**src/rtl/fixed_point_divider.sv**
```systemverilog
// ---------------------------------------------------------------------------
// fixed_point_divider
//
// Sequential restoring divider. An unsigned DIVIDEND_W-bit integer is divided
// by an unsigned DIVISOR_W-bit integer. The result is an unsigned fixed-point
// quotient with DIVIDEND_W integer bits and FRAC_W fraction bits. One quotient
// bit is produced per clock, MSB first. One extra guard bit is computed so the
// result can optionally be rounded up by half an LSB.
//
// Ports
//   Clk       in   1            clock, rising edge
//   Reset     in   1            asynchronous, active-low reset
//   Start     in   1            request; only looked at in IDLE or DONE
//   Dividend  in   DIVIDEND_W   operand, captured when Start is accepted
//   Divisor   in   DIVISOR_W    operand, captured when Start is accepted
//   Quotient  out  Q_W          floor(Dividend*2^FRAC_W / Divisor) (+guard)
//   DivZero   out  1            result came from a zero divisor
//   Busy      out  1            high while the divide is running or rounding
//   Ack       out  1            level; high in DONE until the next accepted Start
// ---------------------------------------------------------------------------
module fixed_point_divider #(
    parameter int DIVIDEND_W = 16,
    parameter int DIVISOR_W  = 8,
    parameter int FRAC_W     = 8,
    parameter bit ROUND_EN   = 1'b0
) (
    input  logic                         Clk,
    input  logic                         Reset,
    input  logic                         Start,
    input  logic [DIVIDEND_W-1:0]        Dividend,
    input  logic [DIVISOR_W-1:0]         Divisor,
    output logic [DIVIDEND_W+FRAC_W-1:0] Quotient,
    output logic                         DivZero,
    output logic                         Busy,
    output logic                         Ack
);

    localparam int Q_W   = DIVIDEND_W + FRAC_W;
    localparam int CNT_W = $clog2(Q_W + 2);

    typedef enum logic [1:0] {
        S_IDLE,
        S_RUN,
        S_ROUND,
        S_DONE
    } state_t;

    state_t               state_q;
    // Holds the extended dividend {Dividend, FRAC_W+1 zeros}. Each RUN cycle
    // its MSB is consumed and the new quotient bit enters at the LSB. After
    // Q_W+1 cycles it holds the full quotient, including the guard bit in bit 0.
    logic [Q_W:0]         shift_q;
    logic [DIVISOR_W:0]   rem_q;
    logic [DIVISOR_W-1:0] divisor_q;
    logic [CNT_W-1:0]     cnt_q;
    logic [Q_W-1:0]       quot_q;
    logic                 divzero_q;
    logic                 busy_q;
    logic                 ack_q;

    logic [DIVISOR_W:0]   trial_d;
    logic                 qbit_d;
    logic [DIVISOR_W:0]   rem_d;

    // The remainder is always below the divisor, so it fits in DIVISOR_W bits.
    // Shifting one more bit in therefore needs only DIVISOR_W+1 bits and cannot
    // overflow.
    assign trial_d = {rem_q[DIVISOR_W-1:0], shift_q[Q_W]};
    assign qbit_d  = (trial_d >= {1'b0, divisor_q});
    assign rem_d   = qbit_d ? (trial_d - {1'b0, divisor_q}) : trial_d;

    // Drop the guard bit. When rounding is enabled, add the guard bit back in
    // as a half-LSB round-up. A carry out of the top bit saturates to all ones.
    function automatic logic [Q_W-1:0] round_sat(input logic [Q_W:0] q);
        logic [Q_W:0] sum;
        sum = {1'b0, q[Q_W:1]} + {{Q_W{1'b0}}, (ROUND_EN ? q[0] : 1'b0)};
        if (sum[Q_W]) begin
            return '1;
        end
        return sum[Q_W-1:0];
    endfunction

    always_ff @(posedge Clk or negedge Reset) begin
        if (!Reset) begin
            state_q   <= S_IDLE;
            shift_q   <= '0;
            rem_q     <= '0;
            divisor_q <= '0;
            cnt_q     <= '0;
            quot_q    <= '0;
            divzero_q <= 1'b0;
            busy_q    <= 1'b0;
            ack_q     <= 1'b0;
        end else begin
            case (state_q)
                S_IDLE, S_DONE: begin
                    if (Start) begin
                        divisor_q <= Divisor;
                        shift_q   <= {Dividend, {(FRAC_W + 1){1'b0}}};
                        rem_q     <= '0;
                        if (Divisor == '0) begin
                            // Zero divisor: skip the divide and report right away.
                            quot_q    <= '1;
                            divzero_q <= 1'b1;
                            ack_q     <= 1'b1;
                            busy_q    <= 1'b0;
                            cnt_q     <= '0;
                            state_q   <= S_DONE;
                        end else begin
                            divzero_q <= 1'b0;
                            ack_q     <= 1'b0;
                            busy_q    <= 1'b1;
                            cnt_q     <= CNT_W'(Q_W + 1);
                            state_q   <= S_RUN;
                        end
                    end
                end
                S_RUN: begin
                    shift_q <= {shift_q[Q_W-1:0], qbit_d};
                    rem_q   <= rem_d;
                    cnt_q   <= cnt_q - 1'b1;
                    if (cnt_q == CNT_W'(1)) begin
                        state_q <= S_ROUND;
                    end
                end
                S_ROUND: begin
                    quot_q  <= round_sat(shift_q);
                    busy_q  <= 1'b0;
                    ack_q   <= 1'b1;
                    state_q <= S_DONE;
                end
                default: begin
                    state_q <= S_IDLE;
                end
            endcase
        end
    end

    assign Quotient = quot_q;
    assign DivZero  = divzero_q;
    assign Busy     = busy_q;
    assign Ack      = ack_q;

endmodule
```
**config.mk**
```make
export PLATFORM = sky130hd
export DESIGN_NAME = fixed_point_divider
export DESIGN_NICKNAME = d
export VERILOG_FILES = /design/src/rtl/fixed_point_divider.sv
export SDC_FILE = /design/constraint.sdc
export NUM_CORES = 1
export LEC_CHECK = 0
export ABC_AREA = 1
export CAP_MARGIN = 20
export CORE_ASPECT_RATIO = 1.75
export CORE_MARGIN = 2
export CORE_UTILIZATION = 52
export CTS_CLUSTER_SIZE = 28
export DETAILED_ROUTE_END_ITERATION = 6
export PLACE_DENSITY_LB_ADDON = 0.12
export SYNTH_ARGS = -nofsm -noshare
export SYNTH_HDL_FRONTEND = slang
export SYNTH_SLANG_ARGS = --single-unit
```
**constraint.sdc**
```tcl
create_clock -name Clk -period 2.3 [get_ports Clk]
set_input_delay 0.46 -clock Clk [delete_from_list [all_inputs] [get_ports Clk]]
set_output_delay 0.46 -clock Clk [all_outputs]
set_load 0.005 [all_outputs]
```
# Yosys cells after proc, flatten, opt, wreduce, memory -nomap -nowiden
# Index checks and enable logic that the tools add are counted.
# Widths: inputs -> output; s select.
# op_classes
muxes,23
n_reduce_logical,10
n_addsub,2
eq_ne,7
n_lt_le_gt_ge,1
# ops
op,count
$mux 24,3
$pmux 25 s2,1
$pmux 24 s2,1
$mux 25,1
$mux 8,2
$pmux 8 s2,1
$mux 5,2
$pmux 5 s2,1
$ge 9x8->1,1
$logic_not 8->1,1
$reduce_and 2->1,4
$sub 8x8->8,1
$mux 2,3
$ne 2x2->1 const B,3
$pmux 2 s3,1
$eq 5x1->1 const B,1
$mux 1,5
$sub 5x1->5 const B,1
$eq 2x2->1 const B,2
$pmux 1 s2,2
$reduce_bool 2->1,2
$reduce_and 3->1,1
$eq 2x1->1 const B,1
$logic_not 2->1,1
$reduce_or 2->1,1
# word_totals
output_inout_bits,27
in_bits,27
regBits,75

# Logic depth before layout (Yosys ltp)
# Gate-level depths: netlist of the first run.
# logic_depth
depth_word,4
depth_mapped,12
ltp_nobuf,12

# Worst setup path after synthesis of the first run
# Ideal clock, no wire load.
# synth_timing
path_type,register -> register
start,register state_q[0]
end,register quot_q[10] (netlist: Quotient[10])
stages_incl_launch_ff,9
period_less_slack_ns,1.633
required_ns,2.178
setup_time_ns,0.122
t_arrival_ns,1.511
n_path_buf,2
path_slack_ns,0.667
cell_sequence,dfrtp_1 inv_1 ha_1 o21ai_1 inv_2 nor2_1 buf_4 buf_4 a21oi_1
# synth_via
elab_chain_cells,4
elab_cells_between_ends,9
cone_classes,4 x eq/ne; 1 x mux; 4 x reduce/logical
# synth_lines
element,line,rtl
start: declaration,48,state_t state_q;
start signal: assignment,85,state_q <= S_IDLE;
start signal: assignment,108,state_q <= S_DONE;
start signal: assignment,114,state_q <= S_RUN;
$eq 2x2->1 or $logic_not 2->1 (tied branches),95,case (state_q)
$reduce_or 2->1,95,
$ne 2x2->1 (no line) or $reduce_bool 2->1 (tied branches),n/a,
$reduce_and 3->1 (no line),n/a,
end signal: assignment,127,quot_q <= round_sat(shift_q);
end: declaration,56,logic [Q_W-1:0] quot_q;
# Several ways; a longest one is shown, not always the timed one.
# A chain may end at the register's enable or synchronous reset.

# Worst setup path in the final report of the first run
# layout_timing
start,register state_q[0]
end,register cnt_q[0]
# layout_via
elab_chain_cells,4
elab_cells_between_ends,8
cone_classes,3 x eq/ne; 1 x mux; 4 x reduce/logical
# layout_lines
element,line,rtl
$eq 2x2->1 or $logic_not 2->1 (tied branches),95,
$reduce_or 2->1,95,
$ne 2x2->1 (no line) or $reduce_bool 2->1 (tied branches),n/a,
$reduce_and 2->1 (no line),n/a,
end signal: assignment,113,cnt_q <= CNT_W'(Q_W + 1);
end signal: assignment,121,cnt_q <= cnt_q - 1'b1;
end: declaration,55,logic [CNT_W-1:0] cnt_q;
# Several ways; a longest one is shown, not always the timed one.

==> parameters.txt, run 1 <==
Parameter                              Value

Worst setup path
  Required time at the worst-slack endpoint    2.49 ns
  WP data arrival    2.28 ns
  Worst Setup Start Kind    flip-flop
  Gate family responsible for the most delay along the worst path    buffers and inverters
  Max stage delay cell, worst path    dfrtp_1
  Critical path fanouts, max    21
  Worst-path cell chain    inv_1 -> ha_1 -> nand2_1 -> buf_4 -> o21ai_1 -> inv_2 -> buf_4 -> a22oi_1
  Element type at the critical path end    flip-flop
  Biggest cell delay along the critical path    0.40 ns
  Crit path kind    reg2reg
  Worst path buffer plus inverter count    4
  Cell mode on critical path    buf_4

Global routing
  Overall fraction of global-route tracks in use    0.2408
  Number of antenna violations at the first check in global routing    0
  Largest net degree at the start of global routing    49
  Wire length of the first global-routing pass    roughly 14000 um
  Overflow after GRT    0
  Via count of the first global-routing pass    between 3000 and 4000

STA
  Final Hold Vio Count    0
  Final critical path time including I/O delays and setup    2.093 ns
  Max-slew headroom at the worst pin    0.5876
  Tightest Pin Transition    0.6180 ns
  Achievable Freq    roughly 0.48 GHz
  Setup slack of the critical path after layout    0.2075 ns
  Setup TNS    0 ns
  Worst clock skew    0.003949 ns
  Unrepaired setup endpoints after global routing    false
  Final cycle utilization of the critical path    0.9098
  Final setup violation count    0
  Final Max Slew Viols    0
  Hold slack    roughly 0.075 ns

Min path
  Min-delay worst type    in2async

Clock tree
  CTS Hold Buffers Added    0
  Bufs on Longest Clock Path    2
  Clock transition at the registers of the reported paths    0.05 ns
  Clock latency of the later-clocked register in the worst-skew pair    0.33 ns
  Post-cts resize count    0
  Number of CTS-inserted buffers    9
  Number of H-tree levels    3
  CTS sink count    75
  Post-CTS setup repair buffer count    0
  TritonCTS clock tree    yes
  Clock Tree Root    clkbuf_16

Place
  DP HPWL    5845 um
  Port Buffer Count    53
  Worst setup slack before clock tree synthesis    approximately 0.068 ns
  Final estimated routing congestion in global placement    0.8740
  Cells after DPL    approximately 570
  Cell Area, Placed    4292 um^2

Routing
  Final wirelength    8269 um
  Iter 0 DRT Violations    197
  Routed length per placed instance    14.21 um
  First-pass DRT Iterations    4
  Via count    roughly 3100
  Detail-routed via count per cell    ~5.3
  Antenna Violating Nets Remaining    0
  Drc violations    0

Floorplanning
  Die Ht    114.5 um
  Die width    67.15 um
  Cell row count    40
  Initial Utilization    0.5331
  Placeable Area    6807 um^2
  Number of placed I/O pins    54
  Die Footprint    7688 um^2

Power
  Total power consumption of the routed design    6.931 mW
  Cell Pwr Density    about 1500 nW/um^2
  Worst supply voltage drop on vdd    0.0007890 V
  Leakage dissipation    2.197 nW

Cells and area
  Net total in the final layout    537
  Fraction of final layout cells sized beyond drive strength 1    0.05622
  Core Util, Final    0.6676
  Fill cell instance count of the final layout    601
  Area growth from synthesis to layout    25.24%
  Total area of multi-input combinational cells    1473 um^2
  Register cell area after layout    1877 um^2
  Final design area excluding fillers    around 4500 um^2
  Final cell count without fillers    582
  ANT cells    0

Logic synthesis
  Number of synthesized flops with an enable pin    0
  Post-synthesis average cell area    8.265 um^2
  Fraction of the yosys area taken by sequential cells    0.5172
  Synth Instances    439
  Count of cell types in the netlist    27
  Post-Syn Nets    480
  Register bit total from synthesis    75
  Most used flip-flop cell after synthesis    dfrtp_1
  Yosys synthesis warning count    0
  Post-synth design cell area    3628 um^2
  Ys async rst share    1.000

Flow run
  Number of max-capacitance violations reported    0

Outcome
  Outcome    complete, no violations
[final timing paths]
path                       startpoint            to  slack, ns  cells past startpoint
max in group asynchronous       Reset    shift_q[0]       1.64                      2
min reg2reg                   DivZero       DivZero       0.48                      2
max reg2reg                state_q[0]      cnt_q[0]       0.21                      8
min                             Reset  divisor_q[1]       0.07                      1
min in group Clk              DivZero       DivZero       0.48                      2
max                        state_q[0]      cnt_q[0]       0.21                      8
[worst reg2reg max path: stages (launching register included)]
cell,delay (ns)
dfrtp_1,0.40
inv_1,0.06
ha_1,0.34
nand2_1,0.15
buf_4,0.25
o21ai_1,0.14
inv_2,0.25
buf_4,0.26
a22oi_1,0.10
[final cells by class]
cell class,count,share of cell area
multi-input combinational,293,0.3241
clock buffer,13,0.05507
sequential,75,0.4130
inverter,55,0.04543
timing repair buffer,62,0.1393
tap,84,0.02313
[registers in the layout, indices dropped and copies added, names as in the netlist]
signal	cells
cnt_q	5
DivZero	1
rem_q	8
Ack	1
divisor_q	8
Busy	1
Quotient	24
shift_q	25
state_q	2
[cell families (layout without fill, tap and decap cells)]
logic type,Yosys count,count (layout),share of synthesized area
buffers and inverters,71,130,0.07965
AO/OA/AOI/OAI,77,77,0.1235
adder cells (fa/ha/maj),14,14,0.05035
XOR/XNOR,4,4,0.009657
AND/OR/NAND/NOR,198,198,0.2197
flip-flops,75,75,0.5172
[cells in the final DEF, fill, tap and decap left out, drive strengths merged, types with 4 or more instances in the layout]
cell type	instances
nand2	102
dfrtp	75
nor2	67
inv	54
clkdlybuf4s50	52
a21oi	33
nand3	23
a22oi	18
o21ai	14
ha	13
clkbuf	13
buf	10
o22ai	9
nand4	4
[power breakdown]
group / switching [mW] / internal (mW) / total [mW]
sequential: 0.353 / 1.86 / 2.21
combinational: 2.08 / 1.43 / 3.50
clock: 0.477 / 0.742 / 1.22
[cells in the mapped netlist, types with 3 or more instances]
master / count / area share
nand2_1: 100 / 0.10
nand4_1: 4 / 0.0069
inv_1: 52 / 0.054
o22ai_1: 9 / 0.016
clkbuf_1: 4 / 0.0041
buf_2: 9 / 0.012
nand3_1: 23 / 0.032
a22oi_1: 18 / 0.037
dfrtp_1: 75 / 0.52
buf_4: 3 / 0.0062
o21ai_0: 12 / 0.017
a21oi_1: 33 / 0.046
nor2_1: 65 / 0.067
ha_1: 13 / 0.045
xor2_1: 3 / 0.0072
[layer usage]
layer | wire length (um) | GRT usage
met1 | 3379 | 0.2864
met2 | 4165 | 0.3888
met3 | 373 | 0.05998
met4 | 350 | 0.1361
met5 | 0 | 0
No activity file was read; power rests on OpenSTA's default activity.
==> inputs of run 2 (changes only) <==
--- a/config.mk
+++ b/config.mk
@@ -12,6 +12,7 @@
 export CORE_UTILIZATION = 52
 export CTS_CLUSTER_SIZE = 28
 export DETAILED_ROUTE_END_ITERATION = 6
+export GPL_ROUTABILITY_DRIVEN = 0
 export PLACE_DENSITY_LB_ADDON = 0.12
 export SYNTH_ARGS = -nofsm -noshare
 export SYNTH_HDL_FRONTEND = slang
==> results of run 2 <==
The final DEF is identical to that of run 1; final timing and power are the same.
==> inputs of run 3 (changes only) <==
--- a/config.mk
+++ b/config.mk
@@ -13,6 +13,7 @@
 export CTS_CLUSTER_SIZE = 28
 export DETAILED_ROUTE_END_ITERATION = 6
 export GPL_ROUTABILITY_DRIVEN = 0
+export HOLD_SLACK_MARGIN = 0.08
 export PLACE_DENSITY_LB_ADDON = 0.12
 export SYNTH_ARGS = -nofsm -noshare
 export SYNTH_HDL_FRONTEND = slang
==> results of run 3 <==
The final DEF is identical to that of run 1; final timing and power are the same.
